==> src/rtl/traffic_monitor.sv <==
`default_nettype none
// ============================================================================
//  Module   : traffic_monitor
//  Purpose  : Passive checker for one traffic-controller approach. Samples
//             the car light, pedestrian light and shared cycle count each
//             enabled clock, and flags conflicts, illegal codes, illegal
//             light sequences, short yellow/blink dwell and cycle-count
//             discontinuities.
//  Revision : 1.0 - initial release
// ============================================================================
module traffic_monitor #(
  parameter int CYCLE_MAX  = 68,
  parameter int MIN_YELLOW = 2,
  parameter int MIN_BLINK  = 2,
  parameter int CNT_W      = 8
) (
  input  logic             clk,
  input  logic             rst,
  input  logic             i_en,
  input  logic             i_clr,
  input  logic [1:0]       i_car,
  input  logic [1:0]       i_ped,
  input  logic [6:0]       i_cycle,
  output logic             o_err,
  output logic [4:0]       o_err_code,
  output logic [4:0]       o_err_sticky,
  output logic [CNT_W-1:0] o_err_cnt,
  output logic [15:0]      o_period_cnt
);

  // Light encodings
  localparam logic [1:0] c_car_red    = 2'b00;
  localparam logic [1:0] c_car_green  = 2'b01;
  localparam logic [1:0] c_car_yellow = 2'b10;
  localparam logic [1:0] c_car_left   = 2'b11;
  localparam logic [1:0] c_ped_red    = 2'b00;
  localparam logic [1:0] c_ped_green  = 2'b01;
  localparam logic [1:0] c_ped_blink  = 2'b10;
  localparam logic [1:0] c_ped_bad    = 2'b11;

  localparam logic [6:0]       c_cycle_max  = 7'(CYCLE_MAX);
  localparam logic [7:0]       c_min_yellow = 8'(MIN_YELLOW);
  localparam logic [7:0]       c_min_blink  = 8'(MIN_BLINK);
  localparam logic [CNT_W-1:0] c_cnt_sat    = {CNT_W{1'b1}};

  // Previous-sample history and counters
  logic [1:0]       r_prev_car;
  logic [1:0]       r_prev_ped;
  logic [6:0]       r_prev_cycle;
  logic [7:0]       r_dwell;
  logic             r_primed;
  logic [4:0]       r_err_code;
  logic [4:0]       r_err_sticky;
  logic [CNT_W-1:0] r_err_cnt;
  logic [15:0]      r_period_cnt;

  logic       w_conflict;
  logic       w_code;
  logic       w_car_ok;
  logic       w_ped_ok;
  logic       w_seq;
  logic       w_dwell_err;
  logic       w_cycle_err;
  logic       w_changed;
  logic       w_wrap;
  logic [6:0] w_cycle_exp;
  logic [7:0] w_dwell_nxt;
  logic [4:0] w_flags;

  // Legal car-light transitions (hold is always legal)
  always_comb begin
    w_car_ok = 1'b0;
    if (i_car == r_prev_car) begin
      w_car_ok = 1'b1;
    end else begin
      case ({r_prev_car, i_car})
        {c_car_red,    c_car_green}:  w_car_ok = 1'b1;
        {c_car_green,  c_car_left}:   w_car_ok = 1'b1;
        {c_car_green,  c_car_yellow}: w_car_ok = 1'b1;
        {c_car_left,   c_car_yellow}: w_car_ok = 1'b1;
        {c_car_yellow, c_car_red}:    w_car_ok = 1'b1;
        {c_car_red,    c_car_yellow}: w_car_ok = 1'b1;
        default:                      w_car_ok = 1'b0;
      endcase
    end
  end

  // Legal ped-light transitions; an illegal ped code is left to the CODE flag
  always_comb begin
    w_ped_ok = 1'b0;
    if (i_ped == c_ped_bad || i_ped == r_prev_ped) begin
      w_ped_ok = 1'b1;
    end else begin
      case ({r_prev_ped, i_ped})
        {c_ped_red,   c_ped_green}: w_ped_ok = 1'b1;
        {c_ped_green, c_ped_blink}: w_ped_ok = 1'b1;
        {c_ped_blink, c_ped_red}:   w_ped_ok = 1'b1;
        default:                    w_ped_ok = 1'b0;
      endcase
    end
  end

  // Per-sample violation flags; history-based checks wait for a primed sample
  always_comb begin
    w_conflict  = (i_car == c_car_green || i_car == c_car_left) &&
                  (i_ped == c_ped_green || i_ped == c_ped_blink);
    w_code      = (i_ped == c_ped_bad) || (i_cycle == 7'd0) || (i_cycle > c_cycle_max);
    w_seq       = r_primed && !(w_car_ok && w_ped_ok);
    w_dwell_err = r_primed &&
                  (((r_prev_car == c_car_yellow) && (i_car != c_car_yellow) && (r_dwell < c_min_yellow)) ||
                   ((r_prev_ped == c_ped_blink)  && (i_ped != c_ped_blink)  && (r_dwell < c_min_blink)));
    w_cycle_exp = (r_prev_cycle == c_cycle_max) ? 7'd1 : r_prev_cycle + 7'd1;
    w_cycle_err = r_primed && (i_cycle != w_cycle_exp);
    w_wrap      = r_primed && (r_prev_cycle == c_cycle_max) && (i_cycle == 7'd1);
    w_changed   = (i_car != r_prev_car) || (i_ped != r_prev_ped);
    w_flags     = {w_cycle_err, w_dwell_err, w_seq, w_code, w_conflict};
    if (!r_primed || w_changed) begin
      w_dwell_nxt = 8'd1;
    end else if (r_dwell != 8'hFF) begin
      w_dwell_nxt = r_dwell + 8'd1;
    end else begin
      w_dwell_nxt = r_dwell;
    end
  end

  // Sample history and per-sample flag register; disable forces re-priming
  always_ff @(posedge clk or posedge rst) begin
    if (rst) begin
      r_prev_car   <= c_car_red;
      r_prev_ped   <= c_ped_red;
      r_prev_cycle <= 7'd0;
      r_dwell      <= 8'd0;
      r_primed     <= 1'b0;
      r_err_code   <= 5'd0;
    end else if (i_en) begin
      r_prev_car   <= i_car;
      r_prev_ped   <= i_ped;
      r_prev_cycle <= i_cycle;
      r_dwell      <= w_dwell_nxt;
      r_primed     <= 1'b1;
      r_err_code   <= w_flags;
    end else begin
      r_primed     <= 1'b0;
      r_err_code   <= 5'd0;
    end
  end

  // Sticky flags, saturating error count and period count; clear wins
  always_ff @(posedge clk or posedge rst) begin
    if (rst) begin
      r_err_sticky <= 5'd0;
      r_err_cnt    <= '0;
      r_period_cnt <= 16'd0;
    end else if (i_clr) begin
      r_err_sticky <= 5'd0;
      r_err_cnt    <= '0;
      r_period_cnt <= 16'd0;
    end else if (i_en) begin
      r_err_sticky <= r_err_sticky | w_flags;
      if ((|w_flags) && (r_err_cnt != c_cnt_sat)) begin
        r_err_cnt <= r_err_cnt + CNT_W'(1);
      end
      if (w_wrap) begin
        r_period_cnt <= r_period_cnt + 16'd1;
      end
    end
  end

  assign o_err        = |r_err_code;
  assign o_err_code   = r_err_code;
  assign o_err_sticky = r_err_sticky;
  assign o_err_cnt    = r_err_cnt;
  assign o_period_cnt = r_period_cnt;

endmodule
`default_nettype wire

==> config.mk <==
export PLATFORM = sky130hd
export DESIGN_NAME = traffic_monitor
export DESIGN_NICKNAME = d
export VERILOG_FILES = /design/src/rtl/traffic_monitor.sv
export SDC_FILE = /design/constraint.sdc
export NUM_CORES = 1
export LEC_CHECK = 0
export CAP_MARGIN = 20
export CORE_UTILIZATION = 58
export CTS_CLUSTER_DIAMETER = 150
export DETAILED_ROUTE_END_ITERATION = 10
export GPL_TIMING_DRIVEN = 0
export PLACE_DENSITY = 0.93
export SLEW_MARGIN = 10
export SYNTH_ARGS = -nofsm -noshare
export SYNTH_HDL_FRONTEND = slang
export SYNTH_SLANG_ARGS = --single-unit
==> constraint.sdc <==
create_clock -name clk -period 6.7 [get_ports clk]
set_input_delay 1.34 -clock clk [delete_from_list [all_inputs] [get_ports clk]]
set_output_delay 1.34 -clock clk [all_outputs]
set_load 0.01 [all_outputs]
**Word-level counts from Yosys, hierarchy flattened**

Index checks and enable logic that the tools add are counted.

- Flip-flop bits (word level): 54
- Output and inout bits: 35
- Input bits: 15

- $add $sub $neg: 4
- Reductions and logical operators: 34
- Bitwise operators: 1
- Order comparisons: 2
- Muxes and demuxes: 17
- Equal/unequal tests: 27

Operators by type and width:

| cell | number |
|---|---|
| $mux W16 | 3 |
| $mux W8 | 5 |
| $add A16 B1 Y16 const B | 1 |
| $add A8 B1 Y8 const B | 2 |
| $ne A8 B8 Y1 const B | 2 |
| $mux W5 | 3 |
| $eq A4 B3 Y1 const B | 3 |
| $eq A4 B4 Y1 const B | 3 |
| $logic_and A1 B1 Y1 | 12 |
| $eq A2 B2 Y1 const B | 5 |
| $reduce_or A5 Y1 | 2 |
| $eq A4 B1 Y1 const B | 2 |
| $logic_or A1 B1 Y1 | 8 |
| $lt A8 B2 Y1 const B | 1 |
| $reduce_bool A2 Y1 | 4 |
| $add A7 B1 Y7 const B | 1 |
| $eq A7 B1 Y1 const B | 1 |
| $eq A7 B7 Y1 const B | 1 |
| $gt A7 B7 Y1 const B | 1 |
| $logic_not A7 Y1 | 1 |
| $mux W7 | 1 |
| $ne A7 B7 Y1 | 1 |
| $reduce_and A2 Y1 | 3 |
| $reduce_or A6 Y1 | 1 |
| other kinds (9) | 18 |

**Depth between registers and ports, before layout**

- Word-level depth: 12
- Mapped depth: 9
- Gate-level depth less buffers: 9

**Worst setup path after synthesis**

Ideal clock, no wire load.

- Kind: input -> register
- Start: input i_cycle[3]
- End: register r_err_cnt[5] (netlist: o_err_cnt[5])
- Stages: 7
- Data required time: 6572 ps
- Path slack: 3450 ps
- Arrival time: 3122 ps
- Cells stage by stage: or3_1 -> or3_4 -> o311ai_2 -> a2111o_2 -> o21ai_4 -> a211oi_1 -> mux2_1

- Longest elaborated chain between the ends: 7
- Elaborated cells on any way between the ends: 10
- Those cells by class: order compare (1); eq/ne (1); reduce/logical (8)

Ends and longest elaborated chain:

| item | RTL line | text |
|---|---|---|
| from (decl) | 23 | `input logic [6:0] i_cycle,` |
| branches (longest 3 deep; another with $gt A7 B7 Y1) | - |  |
| $reduce_or A5 Y1 * | 160 | `if ((\|w_flags) && (r_err_cnt != c_cnt_sat)) begin` |
| $logic_and A1 B1 Y1 * | 160 |  |
| $reduce_bool A2 Y1 (no source line) * | - |  |
| $reduce_and A2 Y1 (no source line) * | - |  |
| to (signal assigned) | 161 | `r_err_cnt <= r_err_cnt + CNT_W'(1);` |
| to (decl) | 54 | `logic [CNT_W-1:0] r_err_cnt;` |

Every way passes the cells marked *.
A chain may end at the register's enable or synchronous reset.

**Final worst setup path**

Ends and elaborated chain as after synthesis.

==> impl_metrics.toml <==
[outcome]
status = "finished clean"

[setup_path]
required_ns = 6.91
critPathMaxFanout = 7
worstReg2RegEnd = "o_err_cnt[2]"
cp_slowest_cell = "clkdlybuf4s50_1"
slowest_delay_ns = 0.50
critPathArrivalTime_ns = 3.88
r2r_start = "r_prev_cycle[0]"
reg2reg_slack_ns = 4.07
path_class = "input port to flip-flop"
crit_chain = "clkdlybuf4s50_1, or3_1, or3_4, o311ai_2, a2111o_2, o21ai_4, a211oi_1, mux2_1"
cp-start-kind = "input port"
reg2regPathDepth = 8
end_kind = "flip-flop"

[hold_path]
hold_depth = 2
min_path_type = "flip-flop to flip-flop"
min_to = "o_err_sticky[1]"
hold_start = "o_err_sticky[1]"

[placed_design]
place_worst_setup_slack_ns = 2.703
gp_congestion = 0.8636
dp.cells = 444
hpwl_mm = 5.160
portBuffers = 48
postPlaceCellArea_um2 = 3715

[drt]
drtPass1Iterations = 4
routed_wirelength_mm = 7.087
via_count = 2645
ant_nets = 0
route.detailed.drc = 0
avgViaCountPerCell = 5.852
drt-initial-drc-count = 167
wl_per_cell_um = 15.68

[clocking]
insertion_delay_ns = 0.32
cts_tree = "yes"
cts_hold_buf = 0
root_buffer = "clkbuf_8"
cts_max_level = 2
clock-sinks = 54
path_clk_slew_ns = 0.10
ctsResizeCount = 0
postCtsSetupBuffers = 0
cts_buffers = 5
clk_path_buf_depth = 2

[cells_and_area]
drive_gt1_share_pct = 9.948
area_growth_syn_to_layout_pct = 22.53
fin_util_pct = 74.54
diodes = 0
nets = 405
fill_cells = 386
fin_cells = 452
finish.instance_area_um2 = 3831

[die]
die_area_um2 = 5689
die_w_um = 75.43
die_h_um = 75.43
coreArea_um2 = 5140
io_pins = 50
rows = 26
initial_core_util_pct = 60.83

[sta]
fmax_ghz = 0.2724
period_share_pct = 54.79
setup_violations = 0
rsz0062_at_grt = "no"
tightest_slew_ns = 0.5779
hold_violations = 0
tns_ns = 0
fin_ws_ns = 3.029
fin_skew_ns = 0.01108
slew_headroom_pct = 61.35
period_needed_ns = 3.671
maxSlewViolCount = 0

[synthesis]
postSynthCellCount = 325
synth_nets = 349
synth_warnings = 0
synthTopCellsByArea = "dfrtp_1 (43%), nor2_1 (4.3%), ha_1 (3.6%)"
synth-main-ff-cell = "dfrtp_1"
ys_types = 53
synth_top_area_share_pct = 43.22
ys_async_sr_fraction_pct = 100.0
synth_top_area_cell = "dfrtp_1"
synth_area_per_cell_um2 = 9.621
syn_area_um2 = 3127
ys_ff_latch = 54
seq_area_frac_synth_pct = 43.22
synth_most_common_cell = "dfrtp_1"
yosys-top-cells-count = "dfrtp_1 (54), nor2_1 (36), nand2_1 (28)"
synth_edf_count = 0

[global_routing]
antenna_found_initial = 0
grt_max_degree = 35
grt_pass1_vias = 2532
grt_usage_pct = 27.45
grt_pass1_wl_mm = 11.71
grt_overflow = 0

[power]
peakVddDrop_mv = 0.1564
pwr_density_cell_nw_per_um2 = 186.0
p_leak_uw = 0.001629

[flow_run]
max-cap-violations = 0
[cell usage in the layout (no fill, tap or decap), types with 10 or more instances in the layout]
master / synthesis / routed
mux2_2: 10 / 10
nor2_1: 36 / 36
a21oi_1: 15 / 15
dfrtp_1: 54 / 54
xnor2_1: 10 / 10
inv_1: 13 / 12
o21ai_0: 21 / 21
nand3_1: 17 / 17
clkdlybuf4s50_1: 0 / 48
nand2_1: 28 / 28
xor2_1: 11 / 11
[per-layer routing]
metal | vias up | GRT usage [%] | wire length [um] | share of wire, %
li1 | 1250 | - | - | -
met3 | 23 | 4.497 | 278 | 3.9
met2 | 78 | 45.34 | 3461 | 49
met1 | 1294 | 35.23 | 3124 | 44
met4 | 0 | 13.58 | 223 | 3.1
met5 | - | 0 | 0 | 0
[worst max-delay path: cells and delay by family]
family,cells,cell delay [ns]
AO/OA/AOI/OAI,4,0.86
AND/OR/NAND/NOR,2,0.81
buffers and inverters,1,0.50
multiplexers,1,0.36
[state kept, by name, summed over array words and instances, names as in the netlist]
register / flops
o_period_cnt: 16
o_err_sticky: 5
r_prev_cycle: 7
r_prev_car: 2
r_dwell: 8
r_prev_ped: 2
r_primed: 1
o_err_cnt: 8
o_err_code: 5
[worst max-delay path by stage]
stage          startpoint      endpoint  slack (ns)
6_report       i_cycle[3]  o_err_cnt[5]        3.03
3_5_place_dp   i_cycle[3]  o_err_cnt[5]        2.70
5_1_grt        i_cycle[3]  o_err_cnt[5]        2.93
2_1_floorplan  i_cycle[3]  o_err_cnt[5]        3.45
3_3_place_gp   i_cycle[3]  o_err_cnt[5]        2.74
4_1_cts        i_cycle[3]  o_err_cnt[5]        3.05
[power breakdown]
group / leakage [uW] / internal, uW / total (uW) / switching, uW
Clock: 0.0000587 / 113 / 228 / 114
Sequential: 0.000715 / 340 / 358 / 17.4
Combinational: 0.000855 / 61.6 / 127 / 65.5
[kinds of logic after synthesis]
family	Yosys count	share of synthesized area (%)
simple gates	131	21.33
compound gates	66	13.93
xor+xnor	22	6.602
buf+inv	24	4.642
fa+ha+maj	9	3.602
flops	54	43.22
mux	19	6.683
[stage by stage]
| step | hold slack [ns] | power (uW) |
|---|---|---|
| 3_3_place_gp | 0.4825 | 480.2 |
| 4_1_cts | 0.5329 | 714.3 |
| 3_5_place_dp | 0.5100 | 488.6 |
| 2_1_floorplan | 0.4808 | 440.4 |
| 6_report | 0.5259 | 712.5 |
| 5_1_grt | 0.5529 | 741.2 |
[layout make-up]
type	count	area [um^2]	share of cell area [%]
repair buffers	49	500.5	13.06
flip-flops and latches	54	1351	35.27
clock buffers	5	68.82	1.796
well taps	70	87.58	2.286
inverters	13	48.80	1.274
multi-input cells	247	1630	42.55
clock inverters	3	47.55	1.241
plain buffers	11	96.34	2.515
(Power assumes the default switching activity.)
